==> src/rtl/calc_pkg.sv <==
// Shared state/operator codes for the BCD calculator sequencer.
package calc_pkg;

    typedef enum logic [3:0] {
        ST_A    = 4'd1,
        ST_ADD  = 4'd2,
        ST_SUB  = 4'd3,
        ST_MUL  = 4'd4,
        ST_DIV  = 4'd5,
        ST_BUSY = 4'd6,
        ST_TEST = 4'd7,
        ST_ERR  = 4'd8
    } calc_state_t;

    typedef enum logic [1:0] {
        OP_ADD = 2'd0,
        OP_SUB = 2'd1,
        OP_MUL = 2'd2,
        OP_DIV = 2'd3
    } calc_op_t;

    function automatic calc_op_t state_to_op(input calc_state_t s);
        case (s)
            ST_SUB:  return OP_SUB;
            ST_MUL:  return OP_MUL;
            ST_DIV:  return OP_DIV;
            default: return OP_ADD;
        endcase
    endfunction

    function automatic calc_state_t op_to_state(input calc_op_t op);
        case (op)
            OP_SUB:  return ST_SUB;
            OP_MUL:  return ST_MUL;
            OP_DIV:  return ST_DIV;
            default: return ST_ADD;
        endcase
    endfunction

endpackage

==> src/rtl/calc_wait_timer.sv <==
// Clear/enable up-counter measuring cycles since op_start; holds at TERM.
module calc_wait_timer #(
    parameter int unsigned TERM  = 1024,
    parameter int unsigned CNT_W = $clog2(TERM + 1)
) (
    input  logic             clk,
    input  logic             rst,
    input  logic             clr,
    input  logic             en,
    output logic [CNT_W-1:0] count,
    output logic             at_term
);

    always_ff @(posedge clk) begin
        if (rst || clr) begin
            count <= '0;
        end else if (en && !at_term) begin
            count <= count + CNT_W'(1);
        end
    end

    assign at_term = (count == CNT_W'(TERM));

endmodule

==> src/rtl/calc_seq_ctrl.sv <==
// Calculator sequencer: key pulses -> state code, op start, completion routing.
// Optional macro CALC_CHAIN_EN: success returns to ENTER_B with the same operator.
module calc_seq_ctrl
    import calc_pkg::*;
#(
    parameter int unsigned ADDSUB_LAT  = 2,
    parameter int unsigned MUL_LAT     = 4,
    parameter int unsigned DIV_TIMEOUT = 1024
) (
    input  logic       clk,
    input  logic       rst,
    input  logic       key_op,
    input  logic       key_eq,
    input  logic       key_clr,
    input  logic       key_test,
    input  logic       alu_err,
    input  logic       div_done,
    input  logic       div_zero,
    output logic [3:0] state,
    output logic [1:0] op_sel,
    output logic       op_start,
    output logic       load_result,
    output logic       clr_operands,
    output logic       busy,
    output logic       error
);

    localparam int unsigned CNT_W = $clog2(DIV_TIMEOUT + 1);

    calc_state_t      state_q, state_d, succ_state;
    calc_op_t         op_q, op_d;
    logic             op_start_d, load_result_d, clr_req;
    logic             done, fail;
    logic             timer_clr, timer_en, wait_term;
    logic [CNT_W-1:0] wait_cnt;

    // Counter reads 1 in the op_start cycle, so count==LAT lands the result LAT cycles later.
    assign timer_en  = (state_d == ST_BUSY);
    assign timer_clr = !timer_en;

    calc_wait_timer #(
        .TERM  (DIV_TIMEOUT),
        .CNT_W (CNT_W)
    ) u_wait_timer (
        .clk     (clk),
        .rst     (rst),
        .clr     (timer_clr),
        .en      (timer_en),
        .count   (wait_cnt),
        .at_term (wait_term)
    );

`ifdef CALC_CHAIN_EN
    assign succ_state = op_to_state(op_q);
`else
    assign succ_state = ST_A;
`endif

    always_comb begin
        done = 1'b0;
        fail = 1'b0;
        case (op_q)
            OP_ADD, OP_SUB: done = (wait_cnt == CNT_W'(ADDSUB_LAT));
            OP_MUL:         done = (wait_cnt == CNT_W'(MUL_LAT));
            default: begin
                // div_done in the timeout cycle still wins over the timeout
                done = div_done || wait_term;
                fail = div_zero || !div_done;
            end
        endcase
        fail = fail || alu_err;
    end

    always_comb begin
        state_d       = state_q;
        op_d          = op_q;
        op_start_d    = 1'b0;
        load_result_d = 1'b0;
        clr_req       = 1'b0;
        case (state_q)
            ST_A: begin
                if (key_clr) begin
                    clr_req = 1'b1;
                end else if (key_test) begin
                    state_d = ST_TEST;
                end else if (key_op && !key_eq) begin
                    state_d = ST_ADD;
                    op_d    = OP_ADD;
                end
            end
            ST_ADD, ST_SUB, ST_MUL, ST_DIV: begin
                if (key_clr) begin
                    state_d = ST_A;
                    clr_req = 1'b1;
                end else if (!key_test) begin
                    if (key_eq) begin
                        state_d    = ST_BUSY;
                        op_start_d = 1'b1;
                    end else if (key_op) begin
                        op_d    = calc_op_t'(state_to_op(state_q) + 2'd1);
                        state_d = op_to_state(op_d);
                    end
                end
            end
            ST_BUSY: begin
                if (key_clr) begin
                    state_d = ST_A;
                    clr_req = 1'b1;
                end else if (done) begin
                    if (fail) begin
                        state_d = ST_ERR;
                    end else begin
                        state_d       = succ_state;
                        load_result_d = 1'b1;
                    end
                end
            end
            ST_TEST: begin
                if (key_clr || key_test) state_d = ST_A;
            end
            ST_ERR: begin
                if (key_clr) begin
                    state_d = ST_A;
                    clr_req = 1'b1;
                end
            end
            default: state_d = ST_A;
        endcase
    end

    always_ff @(posedge clk) begin
        if (rst) begin
            state_q      <= ST_A;
            op_q         <= OP_ADD;
            op_start     <= 1'b0;
            load_result  <= 1'b0;
            clr_operands <= 1'b0;
            busy         <= 1'b0;
            error        <= 1'b0;
        end else begin
            state_q      <= state_d;
            op_q         <= op_d;
            op_start     <= op_start_d;
            load_result  <= load_result_d;
            // back-to-back key_clr must not produce a two-cycle clear
            clr_operands <= clr_req && !clr_operands;
            busy         <= (state_d == ST_BUSY);
            error        <= (state_d == ST_ERR);
        end
    end

    assign state  = state_q;
    assign op_sel = op_q;

endmodule

==> config.mk <==
export PLATFORM = sky130hd
export DESIGN_NAME = calc_seq_ctrl
export DESIGN_NICKNAME = d
export VERILOG_FILES = /design/src/rtl/calc_pkg.sv /design/src/rtl/calc_wait_timer.sv /design/src/rtl/calc_seq_ctrl.sv
export SDC_FILE = /design/constraint.sdc
export NUM_CORES = 1
export LEC_CHECK = 0
export CAP_MARGIN = 20
export CELL_PAD_IN_SITES_DETAIL_PLACEMENT = 1
export CELL_PAD_IN_SITES_GLOBAL_PLACEMENT = 1
export CORE_MARGIN = 2
export CORE_UTILIZATION = 27
export DETAILED_ROUTE_END_ITERATION = 12
export PLACE_DENSITY_LB_ADDON = 0.3
export RECOVER_POWER = 100
export REMOVE_ABC_BUFFERS = 1
export SYNTH_ARGS = -nofsm -noshare
export SYNTH_HDL_FRONTEND = slang
export SYNTH_SLANG_ARGS = --single-unit
==> constraint.sdc <==
create_clock -name clk -period 2.65 [get_ports clk]
set_clock_uncertainty 0.1 [all_clocks]
set_input_delay 0.53 -clock clk [delete_from_list [all_inputs] [get_ports clk]]
set_output_delay 0.53 -clock clk [all_outputs]
set_load 0.1 [all_outputs]
==> results of run 1 <==
## power breakdown
group          internal (mW)  total (mW)  switching [mW]
Sequential             0.336       0.342         0.00656
Combinational         0.0726       0.185           0.112
Clock                  0.132       0.243           0.111
Total                  0.541       0.770           0.230
## state kept, by name, summed over array words and instances, names as in the netlist
name,flops
busy,1
error,1
clr_operands,1
u_wait_timer.count,11
load_result,1
op_sel,2
op_start,1
state,4
## routing by layer
layer	vias to the layer above	GRT usage (%)	wire length, µm
met5	-	0	0
met4	0	2.679	28
met3	2	1.529	113
met2	21	26.61	2152
met1	720	19.96	2004
li1	735	-	-
## cell families (layout without fill, tap and decap cells)
group           count (synthesis)  after routing
xor+xnor                        2              2
fa+ha+maj                       2              2
flops                          22             22
compound gates                 49             49
buf+inv                        22             69
mux                             3              3
simple gates                   70             70
## worst reg2reg max path, cell delays in order (launching register included)
cell and delay (ns):
dfxtp_2 0.35, or4_4 0.55, or4_4 0.52, a31oi_4 0.23, buf_4 0.16, a2111oi_4 0.08, clkbuf_2 0.16, nand2_2 0.21
a21oi_1 0.08
## layout make-up
class                           count  share of cell area, %
Sequential cell                    22                  22.95
Tap cell                           70                  4.513
Multi-Input combinational cell    126                  47.90
Timing Repair Buffer               55                  19.86
Inverter                           10                  1.934
Clock buffer                        4                  2.837
## repair_timing
item,CTS,global route
cloned,0,0
hold buffers,0,0
endpoints found under the setup margin,14,7
gates resized for setup,10,7
pin swaps,3,5
setup buffers,2,0
## worst max path at each step
| stage | startpoint | to | depth (start not counted) |
|---|---|---|---|
| floorplan | state[2] | u_wait_timer.count[4] | 6 |
| global placement | key_op | u_wait_timer.count[6] | 8 |
| detailed placement | key_op | u_wait_timer.count[7] | 9 |
| CTS | key_eq | u_wait_timer.count[5] | 7 |
| global route | u_wait_timer.count[7] | u_wait_timer.count[0] | 8 |
| finish | key_eq | u_wait_timer.count[10] | 8 |
## placed cells by master (no fill, tap or decap), types with 3 or more instances in the layout
cell,synthesis,layout
a21oi_1,12,11
buf_4,2,28
nor3_1,3,3
a211oi_1,3,3
o21ai_0,4,4
dfxtp_2,0,4
a31oi_1,3,3
nor2_1,11,11
nand2b_1,3,3
clkdlybuf4s50_1,0,3
clkbuf_2,0,5
clkbuf_1,4,10
mux2i_1,3,3
clkbuf_8,0,4
or2_2,4,4
dfxtp_1,22,18
nand3_1,7,7
nand4_1,5,5
inv_1,9,9
or4_1,3,3
or3_1,4,4
o31ai_1,3,3
nand2_1,11,10
## through the flow
step                worst slack [ns]  hold slack [ns]  utilization, %
detailed placement           -0.5300           0.3945           36.61
floorplan                    -0.5981           0.3595               -
global placement             -0.4530           0.3925           36.61
CTS                          0.07397           0.4201           38.66
finish                       0.08071           0.3940           37.76
global route                0.002205           0.4138           37.76
==> results_dict.tcl, run 1 <==
set metrics [dict create \
    cp-start-kind "input pin" \
    drive_above_1_share_pct 30.41 \
    synth-edff-count 0 \
    cts_made_buffers 3 \
    status "finished clean" \
    min_from "u_wait_timer.count[7]" \
    dpl.cell_count 281 \
    setup_viol 0 \
    slew_viol_final 0 \
    dpl-instance-area_mm2 0.001882 \
    grt_pass1_vias 1524 \
    finalSetupTns_ns 0 \
    grt_pass1_wl_um 7452 \
    endpoint_kind "register" \
    timing.rr.end "u_wait_timer.count[7]" \
    yosys.cell_types.count 58 \
    layoutNonFillerInstCount 287 \
    grt_max_degree 13 \
    drc 0 \
    fillers 651 \
    fin_crit_sh_pct 96.95 \
    finalHoldViolations 0 \
    synth_xor_area_share_pct 1.209 \
    dpl.hpwl_um 3321 \
    leakagePower_nw 0.7027 \
    period_minus_slack_ns 2.569 \
    path_max_fanout 6 \
    cp.arrival_ns 2.67 \
    synth_area_mm2 0.001449 \
    ys.warnings.count 0 \
    synthSimpleGateAreaFrac_pct 28.76 \
    max_stage_delay_ns 0.45 \
    synth_compound_area_share_pct 28.24 \
    viasPerCell 5.150 \
    synthMuxAreaShare_pct 2.073 \
    wl_per_cell_um 14.98 \
    die_h_um 77.26 \
    finalPower_mw 0.7704 \
    die_w_um 77.26 \
    clock_sinks 22 \
    dieArea_mm2 0.005968 \
    slew_headroom_pct 22.72 \
    core_mm2 0.005140 \
    final_antenna_net_count 0 \
    placementRows 26 \
    top_level_ports 20 \
    synthTopCellsByArea "dfxtp_1 (30%), a21oi_1 (4.1%), nand2_1 (2.8%), nor2_1 (2.8%), nand3_1 (2.4%)" \
    clock_latency_ns 0.26 \
    antennaDiodeCount 0 \
    async_reset_ff_share_pct 0 \
    clkTransAtPathRegs_ns 0.08 \
    synth_top_area_cell "dfxtp_1" \
    rsz0062_at_grt "no" \
    routed_wl_um 4299 \
    p_per_area_mw_per_mm2 397.0 \
    max_clock_freq_mhz 389.2 \
    gr-total-overflow 0 \
    cap_violations 0 \
    initial_utilization_pct 28.19 \
    cpLargestDelayFamily "compound AO/OA/AOI/OAI gates" \
    synth-seq-area-share_pct 30.40 \
    worst_pin_slew_ns 1.164 \
    syn_avg_cell_area_um2 8.523 \
    yosys-top-cells-count "dfxtp_1 (22), a21oi_1 (12), nand2_1 (11), nor2_1 (11), inv_1 (9)" \
    clk_path_buf_depth 2 \
    crit_chain "dlygate4sd2_1, nor3b_1, o31a_1, o32a_4, a2111o_1, buf_2, nor4_4, mux2i_1" \
    num_vias 1478 \
    worstHoldPathType "reg2reg" \
    gp_congestion 0.8124 \
    multi_input_area_um2 929.6 \
    cts_max_level 1 \
    cts_tree "done" \
    regArea_um2 445.4 \
    rr_worst_depth 8 \
    ir_drop_uv 235.2 \
    fin_nets 229 \
    synth_top_area_share_pct 30.40 \
    synthFlopType "dfxtp_1" \
    syn_inst 170 \
    yosysMostFrequentCell "dfxtp_1" \
    root_buffer "clkbuf_8" \
    whs_endpoint "u_wait_timer.count[7]" \
    hold_depth 2 \
    track_usage_pct 15.06 \
    synthAdderAreaFrac_pct 1.727 \
    r2r_setup_slack_ns 0.10 \
    antenna_found_initial 0 \
    dr.pass1.iters 4 \
    worstPathRequired_ns 2.75 \
    critPathSlowestCell "a2111o_1" \
    worst-path-buf-inv 2 \
    port_buffers 19 \
    synth-seq-cells 22 \
    area_delta_synth_final_pct 33.94 \
    post-route-cell-area_mm2 0.001941 \
    r2r-start "u_wait_timer.count[7]" \
    drt_iter0_markers 70 \
    synth_top_family_by_area "simple AND/OR/NAND/NOR gates" \
    critical_path_class "in2reg" \
]
Power figures use the tool's default switching activity.
==> run 2: changes to the inputs <==
--- a/config.mk
+++ b/config.mk
@@ -10,10 +10,12 @@
 export CELL_PAD_IN_SITES_GLOBAL_PLACEMENT = 1
 export CORE_MARGIN = 2
 export CORE_UTILIZATION = 27
+export CTS_CLUSTER_SIZE = 14
 export DETAILED_ROUTE_END_ITERATION = 12
 export PLACE_DENSITY_LB_ADDON = 0.3
 export RECOVER_POWER = 100
 export REMOVE_ABC_BUFFERS = 1
 export SYNTH_ARGS = -nofsm -noshare
 export SYNTH_HDL_FRONTEND = slang
+export SYNTH_HIERARCHICAL = 1
 export SYNTH_SLANG_ARGS = --single-unit
==> results_dict.tcl, run 2 <==
set metrics [dict create \
    status "complete, but fails checks" \
    violations "negative setup slack" \
    cts_max_level 1 \
    setup_viol 11 \
    grt_pass1_vias 1764 \
    p_per_area_mw_per_mm2 342.2 \
    dieArea_mm2 0.005763 \
    area_delta_synth_final_pct 58.87 \
    track_usage_pct 17.64 \
    cts_tree "done" \
    cp.arrival_ns 3.15 \
    pwr-share-comb_pct 22.8 \
    worstHoldPathType "reg2reg" \
    syn_inst 167 \
    synthFlopType "dfxtp_1" \
    gp_congestion 0.8289 \
    clk_path_buf_depth 2 \
    top_register "u_wait_timer/count" \
    layout_commonest_cell "buf_4" \
    root_buffer "clkbuf_8" \
    async_reset_ff_share_pct 0 \
    cap_violations 0 \
    critical_path_class "reg2reg" \
    cp-start-kind "register" \
    num_vias 1626 \
    fin_nets 249 \
    initial_utilization_pct 27.69 \
    routed_wl_um 5038 \
    layoutNonFillerInstCount 307 \
    swShare_pct 28.66 \
    synth-seq-area-share_pct 31.54 \
    finalPower_mw 0.7591 \
    max_clock_freq_mhz 329.4 \
    worst_pin_slew_ns 1.181 \
    dpl-instance-area_mm2 0.001972 \
    fillers 597 \
    syn_avg_cell_area_um2 8.361 \
    p_clk_share_pct 32.4 \
    die_h_um 75.92 \
    gr-total-overflow 0 \
    post-route-cell-area_mm2 0.002218 \
    ir_drop_uv 153.2 \
    yosys-top-cells-count "dfxtp_1 (22), nor2_1 (12), a21oi_1 (10)" \
    synth-edff-count 0 \
    switching_power_mw 0.2176 \
    yosysMostFrequentCell "dfxtp_1" \
    synth_area_mm2 0.001396 \
    place_ws_ns -0.9418 \
    period_minus_slack_ns 3.036 \
    worst_slack_ns -0.3862 \
    final_antenna_net_count 0 \
    slew_headroom_pct 21.61 \
    drt_iter0_markers 58 \
    wl_per_cell_um 16.41 \
    timing.hold.ws_ns 0.5401 \
    dpl.cell_count 297 \
    finalHoldViolations 0 \
    antenna_found_initial 0 \
    synth-seq-cells 22 \
    grt_max_degree 14 \
    synthTopCellsByArea "dfxtp_1 (32%), a21oi_1 (3.6%), nor2_1 (3.2%), nor4b_1 (3.1%), o21ai_0 (2.9%)" \
    clock_latency_ns 0.27 \
    clock_sinks 22 \
    slew_viol_final 0 \
    seqPwrFrac_pct 44.8 \
    fin_crit_sh_pct 114.6 \
    synth_top_area_share_pct 31.54 \
    p_int_mw 0.5415 \
    drc 0 \
    die_w_um 75.92 \
    top_level_ports 20 \
    largest_reg_flops 11 \
    ys.warnings.count 6 \
    synth_top_area_cell "dfxtp_1" \
    placementRows 26 \
    drive_above_1_share_pct 43.88 \
    final_cell_mix "buf_4 (45), dfxtp_1 (19), nor2_1 (10)" \
    core_mm2 0.005042 \
    dr.pass1.iters 4 \
    viasPerCell 5.296 \
    endpoint_kind "register" \
    grt_pass1_wl_um 8300 \
    postCtsHoldBufs 0 \
    port_buffers 19 \
    rsz0062_at_grt "yes" \
    finalSetupTns_ns -2.233 \
    path_max_fanout 3 \
    yosys.cell_types.count 53 \
    clkTransAtPathRegs_ns 0.09 \
    regArea_um2 444.2 \
    antennaDiodeCount 0 \
    worstPathRequired_ns 2.76 \
    multi_input_area_mm2 0.001056 \
    leakagePower_nw 0.8327 \
    dpl.hpwl_um 3791 \
    finish.utilization_pct 44.00 \
    cts_made_buffers 3 \
]
## run 2: logic make-up (layout without fill, tap and decap cells)
group	Yosys count	after routing	share of synthesized area, %
DFF	22	22	31.54
AOI/OAI and AO/OA	43	43	22.22
buffers and inverters	13	83	4.391
adders and majority gates	2	2	1.792
xor gates and xnor gates	3	3	1.882
muxes	1	1	0.8064
and+or+nand+nor	83	83	37.36
## run 2: area by class of cell
cell class	instances	area share [%]
multi-input cells	132	47.60
inverters	5	0.8460
well taps	70	3.948
flip-flops and latches	22	20.02
clock buffers	4	2.482
repair buffers	74	25.10
## run 2: path summary, 6_finish.rpt
path / from / cells after the start / end / slack [ns]
hold / removal: u_wait_timer/count[5] / 3 / u_wait_timer/count[5] / 0.54
setup / recovery: u_wait_timer/count[1] / 12 / u_wait_timer/count[1] / -0.39
setup reg to reg: u_wait_timer/count[1] / 12 / u_wait_timer/count[1] / -0.39
hold reg to reg: u_wait_timer/count[5] / 3 / u_wait_timer/count[5] / 0.54
## run 2: metal layers
metal	global-route usage, %	share of wire, %	wire, µm
met3	1.667	1.4	73
met5	0	0	0
met2	34.91	55	2792
met1	18.61	41	2050
met4	8.000	2.4	123
## run 2: critical path, cell delays in order, from the launching register on
cell	delay, ns
dfxtp_2	0.34
inv_1	0.04
ha_2	0.15
or2b_4	0.21
nor3_4	0.04
o211ai_1	0.22
nand2_1	0.09
o21ba_4	0.24
a21oi_2	0.04
or4_4	0.51
or3b_4	0.38
or4_4	0.54
nand3_2	0.07
## run 2: timing repair
| item | in CTS | in global routing |
|---|---|---|
| gates cloned | 0 | 0 |
| setup endpoints to repair | 11 | 11 |
| setup buffers | 6 | 2 |
| resized for setup | 30 | 25 |
| pin swaps | 10 | 17 |
## run 2: power by group through the flow
| stage | combinational (mW) | sequential (mW) | clock (mW) |
|---|---|---|---|
| 6_report | 0.173 | 0.340 | 0.246 |
| 5_1_grt | 0.185 | 0.342 | 0.266 |
| 4_1_cts | 0.178 | 0.340 | 0.252 |
| 3_5_place_dp | 0.158 | 0.348 | 0 |
| 3_3_place_gp | 0.153 | 0.348 | 0 |
| 2_1_floorplan | 0.0453 | 0.383 | 0 |
